### src/rtl/temp_log_buffer_if.sv
// Bundle of the receive, RTC, readout and status signals of temp_log_buffer.
// slave is the logger side, master is the producer/consumer side.
interface temp_log_buffer_if #(
  parameter int DEPTH = 16
);
  localparam int CW = $clog2(DEPTH) + 1;

  logic [7:0]    rx_data;
  logic          rx_valid;
  logic          rx_parity_error;
  logic [5:0]    seconds;
  logic [5:0]    minutes;
  logic [4:0]    hours;
  logic [4:0]    days;
  logic [3:0]    months;
  logic          rd_en;
  logic [33:0]   rd_data;
  logic          rd_valid;
  logic [CW-1:0] count;
  logic          empty;
  logic          full;
  logic [7:0]    drop_count;
  logic [7:0]    err_count;
  logic [7:0]    temp_min;
  logic [7:0]    temp_max;
  logic          alarm;

  modport slave (
    input  rx_data, rx_valid, rx_parity_error,
    input  seconds, minutes, hours, days, months,
    input  rd_en,
    output rd_data, rd_valid, count, empty, full,
    output drop_count, err_count, temp_min, temp_max, alarm
  );

  modport master (
    output rx_data, rx_valid, rx_parity_error,
    output seconds, minutes, hours, days, months,
    output rd_en,
    input  rd_data, rd_valid, count, empty, full,
    input  drop_count, err_count, temp_min, temp_max, alarm
  );
endinterface

### src/rtl/temp_log_buffer.sv
// Timestamped circular log of received temperature bytes, with running
// min/max statistics and a hysteretic over-temperature alarm.
module temp_log_buffer #(
  parameter int         DEPTH     = 16,
  parameter logic [7:0] HI_THRESH = 8'd200,
  parameter logic [7:0] LO_THRESH = 8'd180
) (
  input  logic             clk,
  input  logic             reset,
  temp_log_buffer_if.slave bus
);
  localparam int            AW        = $clog2(DEPTH);
  localparam int            CW        = AW + 1;
  localparam logic [CW-1:0] DEPTH_C   = CW'(DEPTH);
  localparam logic [0:0]    ST_NORMAL = 1'b0;
  localparam logic [0:0]    ST_ALARM  = 1'b1;

  logic [33:0]   mem [DEPTH];
  logic [AW-1:0] wr_ptr_reg, wr_ptr_next;
  logic [AW-1:0] rd_ptr_reg, rd_ptr_next;
  logic [CW-1:0] count_reg, count_next;
  logic [7:0]    drop_reg, drop_next;
  logic [7:0]    err_reg, err_next;
  logic [7:0]    min_reg, min_next;
  logic [7:0]    max_reg, max_next;
  logic [0:0]    state_reg, state_next;
  logic [33:0]   rd_data_reg;
  logic          rd_valid_reg;

  logic        accept;
  logic        parity_drop;
  logic        pop;
  logic        full;
  logic [33:0] record;

  assign accept      = bus.rx_valid & ~bus.rx_parity_error;
  assign parity_drop = bus.rx_valid & bus.rx_parity_error;
  assign full        = (count_reg == DEPTH_C);
  assign pop         = bus.rd_en & (count_reg != '0);
  assign record      = {bus.months, bus.days, bus.hours, bus.minutes,
                        bus.seconds, bus.rx_data};

  always_comb begin
    wr_ptr_next = wr_ptr_reg;
    rd_ptr_next = rd_ptr_reg;
    count_next  = count_reg;
    drop_next   = drop_reg;
    err_next    = err_reg;
    min_next    = min_reg;
    max_next    = max_reg;
    state_next  = state_reg;

    if (accept) wr_ptr_next = wr_ptr_reg + AW'(1);
    if (pop)    rd_ptr_next = rd_ptr_reg + AW'(1);

    // A push into a full buffer with no pop evicts the oldest record.
    if (accept && !pop) begin
      if (full) begin
        rd_ptr_next = rd_ptr_reg + AW'(1);
        if (drop_reg != 8'hFF) drop_next = drop_reg + 8'd1;
      end else begin
        count_next = count_reg + CW'(1);
      end
    end else if (!accept && pop) begin
      count_next = count_reg - CW'(1);
    end

    if (parity_drop && err_reg != 8'hFF) err_next = err_reg + 8'd1;

    if (accept) begin
      if (bus.rx_data < min_reg) min_next = bus.rx_data;
      if (bus.rx_data > max_reg) max_next = bus.rx_data;
      case (state_reg)
        ST_NORMAL: if (bus.rx_data >= HI_THRESH) state_next = ST_ALARM;
        ST_ALARM:  if (bus.rx_data <  LO_THRESH) state_next = ST_NORMAL;
        default:   state_next = ST_NORMAL;
      endcase
    end
  end

  // Storage carries no reset; the cleared count makes stale entries unreachable.
  always_ff @(posedge clk) begin
    if (accept) mem[wr_ptr_reg] <= record;
  end

  always_ff @(posedge clk) begin
    if (reset) begin
      wr_ptr_reg   <= '0;
      rd_ptr_reg   <= '0;
      count_reg    <= '0;
      drop_reg     <= 8'h00;
      err_reg      <= 8'h00;
      min_reg      <= 8'hFF;
      max_reg      <= 8'h00;
      state_reg    <= ST_NORMAL;
      rd_data_reg  <= '0;
      rd_valid_reg <= 1'b0;
    end else begin
      wr_ptr_reg   <= wr_ptr_next;
      rd_ptr_reg   <= rd_ptr_next;
      count_reg    <= count_next;
      drop_reg     <= drop_next;
      err_reg      <= err_next;
      min_reg      <= min_next;
      max_reg      <= max_next;
      state_reg    <= state_next;
      rd_valid_reg <= pop;
      if (pop) rd_data_reg <= mem[rd_ptr_reg];
    end
  end

  assign bus.rd_data    = rd_data_reg;
  assign bus.rd_valid   = rd_valid_reg;
  assign bus.count      = count_reg;
  assign bus.empty      = (count_reg == '0);
  assign bus.full       = full;
  assign bus.drop_count = drop_reg;
  assign bus.err_count  = err_reg;
  assign bus.temp_min   = min_reg;
  assign bus.temp_max   = max_reg;
  assign bus.alarm      = (state_reg == ST_ALARM);
endmodule

### src/flat_wrapper.sv
// flat-port wrapper written by rule: the top's interface ports become plain ports
module temp_log_buffer_flat 
#(
  parameter int         DEPTH     = 16,
  parameter logic [7:0] HI_THRESH = 8'd200,
  parameter logic [7:0] LO_THRESH = 8'd180
)
  (clk, reset, bus_rx_data, bus_rx_valid, bus_rx_parity_error, bus_seconds, bus_minutes, bus_hours, bus_days, bus_months, bus_rd_en, bus_rd_data, bus_rd_valid, bus_count, bus_empty, bus_full, bus_drop_count, bus_err_count, bus_temp_min, bus_temp_max, bus_alarm);
  temp_log_buffer_if #(.DEPTH(DEPTH)) bus_i ();
  input  logic clk;
  input  logic reset;
  input wire logic [$bits(bus_i.rx_data)-1:0] bus_rx_data;
  input wire logic [$bits(bus_i.rx_valid)-1:0] bus_rx_valid;
  input wire logic [$bits(bus_i.rx_parity_error)-1:0] bus_rx_parity_error;
  input wire logic [$bits(bus_i.seconds)-1:0] bus_seconds;
  input wire logic [$bits(bus_i.minutes)-1:0] bus_minutes;
  input wire logic [$bits(bus_i.hours)-1:0] bus_hours;
  input wire logic [$bits(bus_i.days)-1:0] bus_days;
  input wire logic [$bits(bus_i.months)-1:0] bus_months;
  input wire logic [$bits(bus_i.rd_en)-1:0] bus_rd_en;
  output wire logic [$bits(bus_i.rd_data)-1:0] bus_rd_data;
  output wire logic [$bits(bus_i.rd_valid)-1:0] bus_rd_valid;
  output wire logic [$bits(bus_i.count)-1:0] bus_count;
  output wire logic [$bits(bus_i.empty)-1:0] bus_empty;
  output wire logic [$bits(bus_i.full)-1:0] bus_full;
  output wire logic [$bits(bus_i.drop_count)-1:0] bus_drop_count;
  output wire logic [$bits(bus_i.err_count)-1:0] bus_err_count;
  output wire logic [$bits(bus_i.temp_min)-1:0] bus_temp_min;
  output wire logic [$bits(bus_i.temp_max)-1:0] bus_temp_max;
  output wire logic [$bits(bus_i.alarm)-1:0] bus_alarm;
  assign bus_i.rx_data = bus_rx_data;
  assign bus_i.rx_valid = bus_rx_valid;
  assign bus_i.rx_parity_error = bus_rx_parity_error;
  assign bus_i.seconds = bus_seconds;
  assign bus_i.minutes = bus_minutes;
  assign bus_i.hours = bus_hours;
  assign bus_i.days = bus_days;
  assign bus_i.months = bus_months;
  assign bus_i.rd_en = bus_rd_en;
  assign bus_rd_data = bus_i.rd_data;
  assign bus_rd_valid = bus_i.rd_valid;
  assign bus_count = bus_i.count;
  assign bus_empty = bus_i.empty;
  assign bus_full = bus_i.full;
  assign bus_drop_count = bus_i.drop_count;
  assign bus_err_count = bus_i.err_count;
  assign bus_temp_min = bus_i.temp_min;
  assign bus_temp_max = bus_i.temp_max;
  assign bus_alarm = bus_i.alarm;
  temp_log_buffer #(.DEPTH(DEPTH), .HI_THRESH(HI_THRESH), .LO_THRESH(LO_THRESH)) u_core (.clk(clk), .reset(reset), .bus(bus_i));
endmodule
### config.mk
export PLATFORM = sky130hd
export DESIGN_NAME = temp_log_buffer_flat
export DESIGN_NICKNAME = d
export VERILOG_FILES = /design/src/rtl/temp_log_buffer_if.sv /design/src/rtl/temp_log_buffer.sv /design/src/flat_wrapper.sv
export SDC_FILE = /design/constraint.sdc
export NUM_CORES = 1
export LEC_CHECK = 0
export BUFFER_PORTS_ARGS = -buffer_cell sky130_fd_sc_hd__buf_2
export CAP_MARGIN = 40
export CORE_MARGIN = 5
export CORE_UTILIZATION = 35
export CTS_CLUSTER_DIAMETER = 40
export CTS_CLUSTER_SIZE = 20
export DETAILED_ROUTE_END_ITERATION = 12
export PLACE_DENSITY = 0.61
export SYNTH_ARGS = -nofsm -noshare
export SYNTH_HDL_FRONTEND = slang
export SYNTH_SLANG_ARGS = --single-unit
### constraint.sdc
create_clock -name clk -period 4.18 [get_ports clk]
set_clock_uncertainty 0.15 [all_clocks]
set_input_delay 0.836 -clock clk [delete_from_list [all_inputs] [get_ports clk]]
set_output_delay 0.836 -clock clk [all_outputs]
set_load 0.005 [all_outputs]
## Word-level counts from Yosys, hierarchy flattened

Memory sizes are Yosys's and may differ from the RTL's. A register that Yosys moved wholly into a read port is not among the register bits.
Cells that the tools add are included.

- Add/sub/neg operators: 6
- $lt $le $gt $ge: 4
- Equal/unequal tests: 4
- Multiplexer cells: 11
- Bitwise logic cells: 5
- Reductions and logical operators: 12

Operators with widths:

| cell | count |
|---|---|
| 8-bit by 1-bit adder with 8-bit output, second input constant | 2 |
| 8-bit != test, second input constant | 2 |
| 5-bit 2-to-1 mux | 3 |
| 4-bit 2-to-1 mux | 3 |
| 4-bit by 1-bit adder with 4-bit output, second input constant | 2 |
| 8-bit >= comparator, second input constant | 1 |
| 8-bit greater-than comparator | 1 |
| 8-bit < comparator | 1 |
| 8-bit < comparator, second input constant | 1 |
| 2-bit AND reduction | 3 |
| 5-bit by 1-bit adder with 5-bit output, second input constant | 1 |
| 5-bit equality test, second input constant | 1 |
| 5-bit logical NOT | 1 |
| 5-bit nonzero test | 1 |
| 5-bit by 1-bit subtractor with 5-bit output, second input constant | 1 |
| 1-bit 2-to-1 mux | 4 |
| 1-bit bitwise AND | 3 |
| 1-bit logical AND | 3 |
| 3-bit AND reduction | 1 |
| 1-bit logical NOT | 2 |
| 2-bit != test, second input constant | 1 |
| 1-bit NOT | 2 |
| 1-bit one-hot mux with 2 select lines | 1 |
| 2-bit nonzero test | 1 |

- Register bits: 47
- Bits in writable memories: 544
- Bits of input ports: 39
- Output and inout port bits: 75
- Logic and storage cells: 52
- Memories kept: 1

Memories:

| memory | depth | width | rd ports | clocked after memory_dff | write ports | RTL line | source |
|---|---|---|---|---|---|---|---|
| u_core.mem | 16 | 34 | 1 | 1 | 1 | temp_log_buffer.sv:18 | `logic [33:0] mem [DEPTH];` |

## Longest topological paths before layout

- Word-level depth: 6
- Mapped depth: 11
- Mapped depth without buffers: 10

## Worst setup path before layout

OpenSTA, ideal clock, no wires.

- Path kind: in2reg
- From: input bus_rx_parity_error
- To: memory u_core.mem[3][0] (enable)
- Setup time: 0.467 ns
- Arrival time: 3.769 ns
- Data required time: 3.563 ns
- Path slack: -0.207 ns
- Stages on the path: 4
- Buffers on the path: 1
- Path through: and2b_1 buf_2 nand2_1 nor3_1

- Word-level cells in the longest chain between the ends: 4

RTL lines:

| element | RTL line | source |
|---|---|---|
| start: declaration | flat_wrapper.sv:14 | `input wire logic [$bits(bus_i.rx_parity_error)-1:0] bus_rx_parity_error;` |
| 1-bit NOT | temp_log_buffer.sv:36 | `assign accept = bus.rx_valid & ~bus.rx_parity_error;` |
| 1-bit bitwise AND | temp_log_buffer.sv:36 |  |
| 1-bit 2-to-1 mux | temp_log_buffer.sv:83 | `if (accept) mem[wr_ptr_reg] <= record;` |
| 1-bit 2-to-1 mux (implied by the code) | temp_log_buffer.sv:83 |  |
| end: declaration | temp_log_buffer.sv:18 |  |

Every way passes these cells.

## Final worst setup path

- From: register u_core.count_reg[0], in the netlist u_core.bus.count[0]
- To: register u_core.count_reg[4], in the netlist u_core.bus.count[4]

- Word-level cells in the longest chain between the ends: 6
- Elaborated cells between the ends (all ways): 14
- Those cells by class: 2 x add/sub; 2 x eq/ne; 3 x mux; 1 x bitwise; 6 x reduce/logical

RTL lines:

| element | RTL line | source |
|---|---|---|
| start: declaration | temp_log_buffer.sv:21 | `logic [CW-1:0] count_reg, count_next;` |
| start signal: assignment | temp_log_buffer.sv:101 | `count_reg <= count_next;` |
| branches (longest 6 deep; another with 5-bit by 1-bit subtractor with 5-bit output) | n/a |  |

Several ways; the timed one is not identified. The select of a mux whose other input is x is not followed.
A chain may end at the register's enable or synchronous reset.

==> metrics.md <==
| Metric | Value |
|---|---|
| Status | `complete, no violations` |
| Layout area overhead | `21.0%` |
| Clk buf depth | `3` |
| Post-synthesis mux area share | `roughly 16%` |
| Number of flops mapped to enable cells by yosys | `544` |
| Drt total wl | `roughly 53,000 microns` |
| Worst-margin pin slew | `between 0.7 and 0.8 ns` |
| Ant. Diodes | `0` |
| Postcts setup bufs | `0` |
| R2R depth | `10` |
| Largest net degree at the start of global routing | `54` |
| Layout fillers | `a little under 6,000` |
| Final hold violations | `0` |
| Worst vdd ir | `331 uV` |
| Largest stage delay on the critical path | `around 0.61 ns` |
| Power Density | `roughly 570 nW/um^2` |
| Hold slack final | `between 0.3 and 0.4 ns` |
| Total track usage | `between 10% and 20%` |
| Grt ovf | `0` |
| Worst skew pair latency | `0.62 ns` |
| CORE AREA | `between 60,000 and 70,000 sq um` |
| RR Endpoint | `u_core.bus.count[4]$_SDFFE_PP0P_` |
| Crit end category | `flop` |
| Routability congestion estimate | `roughly 0.76` |
| Initial antenna violation count | `3` |
| # rows | `between 90 and 100` |
| Unrepaired setup endpoints after global routing | `no` |
| Worst r2r src | `u_core.bus.count[0]$_SDFFE_PP0P_` |
| Die Footprint | `74,300 sq um` |
| Most frequent CP cell | `a21oi_1` |
| Port Buffers | `around 110` |
| Synth Net Count | `1,289` |
| Primary FF master, synth | `edfxtp_1` |
| Post-place setup slack | `1.11 ns` |
| Hold Crit Class | `flop to flop` |
| Max reg flops | `between 500 and 600` |
| Most frequent cells in the layout | `edfxtp_1 (544), mux4_2 (136), buf_2 (113)` |
| CTS root buf | `clkbuf_16` |
| Crit share post-route | `between 70% and 80%` |
| Post-route ant nets | `0` |
| Setup ws final | `~1.1 ns` |
| Ys Warns | `0` |
| Combinational family with the most area after synthesis | `multiplexers` |
| Worst Setup SP | `u_core.bus.count[0]$_SDFFE_PP0P_` |
| Total negative slack | `0 ns` |
| Wire length per cell | `between 20 and 25 microns` |
| Static Leak | `approximately 9.5 nW` |
| CTS tree | `yes` |
| Setup slack, reg-to-reg | `roughly 1.1 ns` |
| Net count reported at finish | `approximately 1,500` |
| Hpwl dp | `between 30,000 and 40,000 microns` |
| Iter 0 DRT Violations | `852` |
| Die H | `roughly 270 microns` |
| Max Fanout on Critical Path | `7` |
| Crit-path cells | `or4_4, o21ai_4, nand2_1, xor2_1, ha_1, or3_1, a21oi_1, a21oi_2, or4_1, a21oi_1` |
| XOR/XNOR Fraction of Synth Area | `less than 1%` |
| Sequential fraction of the synthesis area | `~74%` |
| Data arrival, critical path | `approximately 3.5 ns` |
| Final setup viols | `0` |
| CTS clk-pin slew, worst paths | `about 0.050 ns` |
| Drt first pass iters | `5` |
| Fmax | `320 MHz` |
| Initial Utilization | `between 30% and 40%` |
| Seq cells post-synth | `between 600 and 700` |
| Global-route wire length before repair | `approximately 80,000 microns` |
| CP Class | `flop to flop` |
| Slew Limit Fails | `0` |
| Final Critical Period | `about 3.1 ns` |
| Post-synthesis compound-gate area fraction | `3.25%` |
| Post-CTS sizing | `0` |
| Area after DPL | `26,200 sq um` |
| DR vias/cell | `5.12` |
| Startpoint Class | `flop` |
| CP endpoint | `u_core.bus.count[4]$_SDFFE_PP0P_` |
| Overall power | `about 0.017 W` |
| Vias | `roughly 12,000` |
| # IOs | `around 110` |
| Synth Area in Adders | `under 10%` |
| Simple-gate share of the synthesized area | `roughly 2.7%` |
| Htree depth | `3` |
| DRC errors left | `0` |
| Relative slew slack | `51.1%` |
| Mapped Cells | `approximately 1,200` |
| Post-route cell area | `about 30,000 sq um` |
| Post-synth design cell area | `24,100 sq um` |
| Clock sink count | `625` |
| Most common cell after layout, fill and taps aside | `edfxtp_1` |
| Avg Synthesized Cell Area | `around 20 sq um` |
| Share of cells above drive strength 1 | `between 30% and 40%` |
| Die span in x | `between 200 and 300 microns` |
| Vias in the first global route | `approximately 13,000` |
| Synth cell types | `52` |
| Share of flip-flops with an asynchronous set or reset after synthesis | `0%` |
| Max-cap violations | `0` |
| Num CTS Buffers | `86` |
| Critical Path RT | `approximately 4.6 ns` |
| Crit-path slowest cell | `or4_4` |
| CTS Hold Bufs | `0` |
## how the worst min path moves through the flow
| stage | startpoint | to | slack, ns | cells after the start |
|---|---|---|---|---|
| 4_1_cts | u_core.bus.temp_max[4]$_SDFFE_PP0P_ | u_core.bus.temp_max[4]$_SDFFE_PP0P_ | 0.33 | 2 |
| 5_1_grt | u_core.bus.temp_max[0]$_SDFFE_PP0P_ | u_core.bus.temp_max[0]$_SDFFE_PP0P_ | 0.35 | 2 |
| 2_1_floorplan | u_core.bus.temp_max[1]$_SDFFE_PP0P_ | u_core.bus.temp_max[1]$_SDFFE_PP0P_ | 0.32 | 2 |
| 6_report | u_core.bus.rd_data[28]$_SDFFE_PP0P_ | u_core.bus.rd_data[28]$_SDFFE_PP0P_ | 0.33 | 2 |
| 3_3_place_gp | u_core.bus.temp_max[1]$_SDFFE_PP0P_ | u_core.bus.temp_max[1]$_SDFFE_PP0P_ | 0.31 | 2 |
| 3_5_place_dp | u_core.bus.temp_max[1]$_SDFFE_PP0P_ | u_core.bus.temp_max[1]$_SDFFE_PP0P_ | 0.32 | 2 |
## cell usage after synthesis, types with 3 or more instances
cell | instances | area (sq um)
edfxtp_1 | 544 | 16300
o211ai_1 | 5 | 37.5
o21ai_0 | 34 | 170
nand2_1 | 49 | 184
buf_2 | 21 | 105
a21oi_1 | 12 | 60.1
ha_1 | 24 | 300
a22oi_1 | 35 | 263
inv_1 | 19 | 71.3
xnor2_1 | 14 | 123
clkbuf_1 | 32 | 120
nor3_1 | 11 | 55.1
nand3_1 | 9 | 45.0
mux4_2 | 136 | 3060
nor3b_1 | 4 | 30.0
buf_1 | 8 | 30.0
xor2_1 | 8 | 70.1
nand4_1 | 6 | 37.5
o221ai_1 | 7 | 61.3
nor2_1 | 43 | 161
mux2i_1 | 44 | 440
o21ai_1 | 5 | 25.0
mux2_2 | 35 | 394
nand2b_1 | 4 | 25.0
or3_1 | 3 | 18.8
dfxtp_1 | 81 | 1620
## power by group
part / internal [W] / total (W) / switching (W)
Combinational: 0.00102 / 0.00204 / 0.00102
Sequential: 0.00697 / 0.00718 / 0.000207
Clock: 0.00466 / 0.00749 / 0.00283
## layer usage
metal  routed length (microns)  track usage (%)
met5                        25                0
met4                       903             3.31
met3                      2480             3.32
met2                     25700             23.1
met1                     23400             19.5
## worst max-delay path, delay by kind of cell (launching register included)
family / cells / cell delay, ns
adders and majority gates: 1 / 0.23
AOI/OAI and AO/OA: 4 / 0.62
and+or+nand+nor: 4 / 1.51
xor gates and xnor gates: 1 / 0.16
DFF: 1 / 0.38
## final cells by class
type,count,area [sq um],share of cell area (%)
Sequential cell,625,18000,61.5
Tap cell,882,1100,3.78
Clock buffer,94,2290,7.83
Multi-Input combinational cell,519,5980,20.5
Inverter,20,75.1,0.257
Timing Repair Buffer,148,1030,3.53
Clock inverter,68,764,2.62
## metrics by stage
stage | cells | utilization [%]
after floorplan | 1226 | -
after global placement | 2191 | 38.1
after detailed placement | 2194 | 38.2
after CTS | 2356 | 42.7
after global routing | 2356 | 42.7
final | 2356 | 42.7
## kinds of logic (layout without fill, tap and decap cells)
logic type / count (synthesis) / in the layout
adders and majority gates: 24 / 24
muxes: 215 / 215
DFF: 625 / 625
buffers and inverters: 82 / 330
and+or+nand+nor: 142 / 142
xor gates and xnor gates: 22 / 22
AOI/OAI and AO/OA: 116 / 116
Note: power is estimated with default switching activity, not from simulation.
